### config.mk
export PLATFORM = sky130hd
export DESIGN_NAME = baud_tick_gen
export DESIGN_NICKNAME = d
export VERILOG_FILES = /design/src/rtl/baud_tick_gen.sv
export SDC_FILE = /design/constraint.sdc
export NUM_CORES = 1
export LEC_CHECK = 0
export ABC_AREA = 1
export BUFFER_PORTS_ARGS = -buffer_cell sky130_fd_sc_hd__buf_2
export CORE_ASPECT_RATIO = 0.5
export CORE_UTILIZATION = 50
export DETAILED_ROUTE_END_ITERATION = 10
export PLACE_DENSITY = 0.68
export SLEW_MARGIN = 20
export SYNTH_ARGS = -nofsm -noshare
export SYNTH_HDL_FRONTEND = slang
export SYNTH_SLANG_ARGS = --single-unit
export TNS_END_PERCENT = 10
### constraint.sdc
create_clock -name hwclk -period 6 [get_ports hwclk]
set_clock_uncertainty 0.05 [all_clocks]
set_input_delay 0.6 -clock hwclk [delete_from_list [all_inputs] [get_ports hwclk]]
set_output_delay 0.6 -clock hwclk [all_outputs]
set_load 0.005 [all_outputs]
### src/rtl/baud_tick_gen.sv
// ----------------------------------------------------------------------------
// baud_tick_gen
//   Fractional-N baud timebase for the UART datapath. An integer countdown
//   plus a FRAC_W-bit phase accumulator give an average oversample period of
//   act_int + act_frac/2^FRAC_W hwclk cycles. Each individual period is
//   either act_int or act_int+1 cycles.
//
// Ports
//   hwclk         in   system clock, rising edge
//   rst           in   synchronous reset, active high, beats every other input
//   en            in   count enable; low freezes the timebase
//   resync        in   1-cycle pulse: restart the phase at the half-bit point
//   cfg_wr        in   1-cycle pulse: capture cfg_div_int / cfg_div_frac
//   cfg_div_int   in   oversample period, integer part (values 0/1 act as 2)
//   cfg_div_frac  in   oversample period, fractional part (2^-FRAC_W units)
//   cfg_pending   out  a divisor has been written but not yet applied
//   os_tick       out  1-cycle strobe at baud*OVERSAMPLE
//   baud_tick     out  1-cycle strobe once per bit, coincides with an os_tick
//   baud_clk      out  square wave, high while os_cnt >= OVERSAMPLE/2
// ----------------------------------------------------------------------------
module baud_tick_gen #(
    parameter int SOURCE_CLK = 12000000,
    parameter int TARGET_CLK = 9600,
    parameter int OVERSAMPLE = 16,
    parameter int DIV_W      = 16,
    parameter int FRAC_W     = 8,
    parameter int DEF_INT    = SOURCE_CLK / (TARGET_CLK * OVERSAMPLE),
    // 64-bit arithmetic: SOURCE_CLK * 2^FRAC_W overflows 32 bits.
    parameter int DEF_FRAC   = int'((longint'(SOURCE_CLK) * (longint'(1) << FRAC_W))
                                    / (longint'(TARGET_CLK) * longint'(OVERSAMPLE))
                                    % (longint'(1) << FRAC_W))
) (
    input  logic              hwclk,
    input  logic              rst,
    input  logic              en,
    input  logic              resync,
    input  logic              cfg_wr,
    input  logic [DIV_W-1:0]  cfg_div_int,
    input  logic [FRAC_W-1:0] cfg_div_frac,
    output logic              cfg_pending,
    output logic              os_tick,
    output logic              baud_tick,
    output logic              baud_clk
);

    localparam int                OSW      = $clog2(OVERSAMPLE);
    localparam logic [DIV_W-1:0]  DEF_I    = DIV_W'(DEF_INT);
    localparam logic [FRAC_W-1:0] DEF_F    = FRAC_W'(DEF_FRAC);
    localparam logic [DIV_W-1:0]  MIN_INT  = DIV_W'(2);
    localparam logic [OSW-1:0]    OS_HALF  = OSW'(OVERSAMPLE / 2);
    localparam logic [OSW-1:0]    OS_LAST  = OSW'(OVERSAMPLE - 1);

    logic [DIV_W-1:0]  act_int, sh_int, cnt;
    logic [FRAC_W-1:0] act_frac, sh_frac, acc;
    logic [OSW-1:0]    os_cnt, os_cnt_nxt;

    logic              reload;
    logic              apply;
    logic [DIV_W-1:0]  sel_int_raw, sel_int;
    logic [FRAC_W-1:0] sel_frac;
    logic [FRAC_W:0]   acc_sum;
    logic [DIV_W-1:0]  cnt_reload;

    // Reload point: end of an oversample period. resync takes priority and
    // suppresses the tick in its cycle.
    assign reload    = en & (cnt == '0) & ~resync;
    assign os_tick   = reload & ~rst;
    assign baud_tick = os_tick & (os_cnt == OS_LAST);

    // A divisor change only lands on a period boundary (reload or resync).
    // A write arriving on that same cycle bypasses the shadow register.
    assign apply = reload | resync;

    always_comb begin
        sel_int_raw = act_int;
        sel_frac    = act_frac;
        if (cfg_wr) begin
            sel_int_raw = cfg_div_int;
            sel_frac    = cfg_div_frac;
        end else if (cfg_pending) begin
            sel_int_raw = sh_int;
            sel_frac    = sh_frac;
        end
    end

    // Periods shorter than 2 cycles would merge adjacent strobes.
    assign sel_int    = (sel_int_raw < MIN_INT) ? MIN_INT : sel_int_raw;
    assign acc_sum    = {1'b0, acc} + {1'b0, sel_frac};
    assign cnt_reload = sel_int - DIV_W'(1) + DIV_W'(acc_sum[FRAC_W]);

    always_comb begin
        os_cnt_nxt = os_cnt;
        if (resync)
            os_cnt_nxt = OS_HALF;
        else if (reload)
            os_cnt_nxt = os_cnt + OSW'(1);
    end

    always_ff @(posedge hwclk) begin
        if (rst) begin
            act_int     <= DEF_I;
            act_frac    <= DEF_F;
            sh_int      <= DEF_I;
            sh_frac     <= DEF_F;
            cfg_pending <= 1'b0;
            cnt         <= DEF_I - DIV_W'(1);
            acc         <= '0;
            os_cnt      <= '0;
            baud_clk    <= 1'b0;
        end else begin
            if (apply) begin
                act_int     <= sel_int;
                act_frac    <= sel_frac;
                cfg_pending <= 1'b0;
            end else if (cfg_wr) begin
                sh_int      <= cfg_div_int;
                sh_frac     <= cfg_div_frac;
                cfg_pending <= 1'b1;
            end

            if (resync) begin
                cnt <= sel_int - DIV_W'(1);
                acc <= '0;
            end else if (reload) begin
                cnt <= cnt_reload;
                acc <= acc_sum[FRAC_W-1:0];
            end else if (en) begin
                cnt <= cnt - DIV_W'(1);
            end

            os_cnt   <= os_cnt_nxt;
            // OVERSAMPLE is a power of two, so the MSB is the >= half decode.
            baud_clk <= os_cnt_nxt[OSW-1];
        end
    end

endmodule

==> results.ini <==
[sta]
hold_viol_final=0
grt_setup_unrepaired=false
final.setup.worst_slack_ns=1.729
slew_headroom=0.2907
fin_crit_ns=4.271
setup_tns_ns=0
worst_pin_slew_ns=1.060
setup_viol=0
whs_ns=0.4175
maxSlewViolCount=0
finalCritPeriodShare=0.7119
max_freq_ghz=0.2341

[synth]
ys.flop_type=dfxtp_1
synth_edf_count=0
syn_inst=740
ys_ff_latch=77
syn-num-nets=783
synth_seq_area_share=0.3110
syn-cell-area_sq_um=4957
yosys_warnings=0
ys_types=50
avgSynthCellArea_sq_um=6.699
async_reset_ff_frac=0

[critical_path]
required_ns=6.22
path_class=input port to flip-flop
end_kind=flip-flop
arrival_ns=4.50
cp-start-kind=input port
path_max_fanout=37

[pwr]
cellPowerDensity_nw_per_um2=247.8
ir_drop_uv=145.1
power_leakage_nw=2.433

[grt]
antenna_found_initial=0
grt_max_degree=49
grt_util_met2=0.3606
grt_pass1_wl_um=21740
grt_remaining_overflow=0
busiest_layer=met1
grt_util_met3=0.06337
grtUsageMet1=0.4242
first_global_vias=4229
grtUsageTotal=0.2730

[route]
vias=4844
drt_first_pass_iters=5
vias_per_cell=5.418
route.detailed.drc=0
wl_per_cell_um=14.79
drtIter0Drc=414
final_antenna_net_count=0
wirelength_um=13220

[outcome]
run_status=complete, no violations

[clocking]
post_cts_buffers=0
cts_hold_buf=0
cts_tree=yes
clkSinkCount=77
cts_htree_levels=3
clkTransAtPathRegs_ns=0.06
cts_inserted_buffers=9
insertion_delay_ns=0.35
cts-root-buf=clkbuf_16
cts_resized=0
clockBufferDepth=2

[place]
port_buffers=32
place_ws_ns=1.457
dp_hpwl_um=9234
gp_congestion=0.8707

[layout]
area_growth_pct=9.843
fillers=969
regArea_sq_um=1541
fin_util=0.5708
antenna_cells=0
multiInputGateArea_sq_um=2943
fin_nets=797
drive_gt1_frac=0.1370

[floorplan]
fp.dieW_um=142.8
die_y_um=72.41
coreArea_sq_um=9540
design.die.area_sq_um=10340
rows=25
ioPinCount=33
start_util=0.5196

[run]
max-cap-violations=0

[hold_path]
hold_class=flip-flop to flip-flop

[power by group]
| group | total (mW) | leakage [nW] | switching (mW) | internal [mW] |
|---|---|---|---|---|
| logic | 0.246 | 1.66 | 0.166 | 0.0800 |
| registers | 0.565 | 0.636 | 0.0208 | 0.544 |
| clock network | 0.539 | 0.138 | 0.241 | 0.298 |
| total | 1.35 | 2.43 | 0.427 | 0.922 |
[metal layers]
metal | share of wire | vias to the layer above
li1 | - | 2476
met1 | 0.54 | 2197
met2 | 0.38 | 160
met3 | 0.071 | 11
met4 | 0.0099 | 0
met5 | 0 | -
[synth_stat cells (4+ instances only)]
cell type  instances  share of area
nor2_1            98          0.074
ha_1              13          0.033
nand4_1            6         0.0076
xor2_1            14          0.025
dfxtp_1           77           0.31
a31oi_1            5         0.0063
nor2_4             4         0.0091
clkbuf_1          21          0.016
o221ai_1           7          0.012
nand2_1          136           0.10
o21ai_1            7         0.0071
nand3_1           43          0.043
nor2_2             7         0.0088
or2_1              8          0.010
xnor2_1            6          0.011
nand3_2            5          0.010
nor4_1             5         0.0063
o211ai_1           9          0.014
nor3_1             6         0.0061
o21ai_0           61          0.062
inv_1             73          0.055
inv_2              8         0.0061
nand2_4            5          0.011
buf_2              4         0.0040
a21oi_1           62          0.063
nand2_2           11          0.014
[per-stage QoR]
stage	cells	instance area, sq um	total power, mW
3_3_place_gp	878	5154	0.8135
6_report	894	5445	1.349
2_1_floorplan	740	4957	0.7546
3_5_place_dp	878	5154	0.8159
5_1_grt	894	5445	1.410
4_1_cts	894	5445	1.354
[layout make-up]
cell class,instances,share of cell area
Clock inverter,6,0.009651
Inverter,82,0.05699
Timing Repair Buffer,36,0.03493
Sequential cell,77,0.2831
Clock buffer,10,0.04389
Multi-Input combinational cell,548,0.5404
Tap cell,135,0.03102
[worst paths after layout]
check                            startpoint          end  slack [ns]  depth (start not counted)
worst max-delay path                 cfg_wr       cnt[8]        1.73                         24
worst min register to register  act_frac[0]  act_frac[0]        0.42                          2
worst max register to register  cfg_pending       cnt[8]        1.78                         24
worst min-delay path            act_frac[0]  act_frac[0]        0.42                          2
[logic make-up after synthesis]
group                      Yosys count  share of synthesized area
xor gates and xnor gates            21                    0.03862
DFF                                 77                     0.3110
AOI/OAI and AO/OA                  171                     0.1981
and+or+nand+nor                    342                     0.3200
adders and majority gates           14                    0.03685
buffers and inverters              115                    0.09541
[cell usage in the layout (no fill, tap or decap), drive strengths merged]
cell type	instances
o221a	2
xor2	15
a31o	1
nand3	50
o21ai	68
o221ai	7
clkbuf	10
buf	36
nand4	7
ha	13
clkinvlp	2
nor4	5
o21bai	1
xnor2	6
nor2	109
o211ai	9
o31ai	1
a21oi	64
o2111ai	2
o22ai	1
a22oi	2
dfxtp	77
nor3b	1
a21boi	4
a31oi	5
fa	1
or2	12
a211oi	3
a221oi	1
nor3	6
inv	85
clkinv	1
nand2	152
[sequential cells by signal, indices dropped and copies added (netlist names)]
signal and count:
act_int 16, cnt 16, sh_int 16, acc 8, act_frac 8, sh_frac 8, os_cnt 4, cfg_pending 1
[worst max-delay path, stage by stage]
cell,delay [ns]
buf_2,0.20
inv_2,0.52
nor2_1,0.08
a21oi_1,0.23
ha_1,0.21
inv_1,0.06
fa_1,0.40
o21ai_0,0.29
a21oi_1,0.11
nor2_1,0.10
nor2_1,0.06
inv_1,0.07
a21oi_1,0.06
o21bai_1,0.13
ha_1,0.20
ha_1,0.22
nand4_2,0.15
nor2_4,0.16
nand2_2,0.09
nand2_1,0.07
nand3_1,0.12
o21ai_1,0.14
nand2_1,0.06
a21oi_1,0.12
Note: power is estimated with default switching activity, not from simulation.
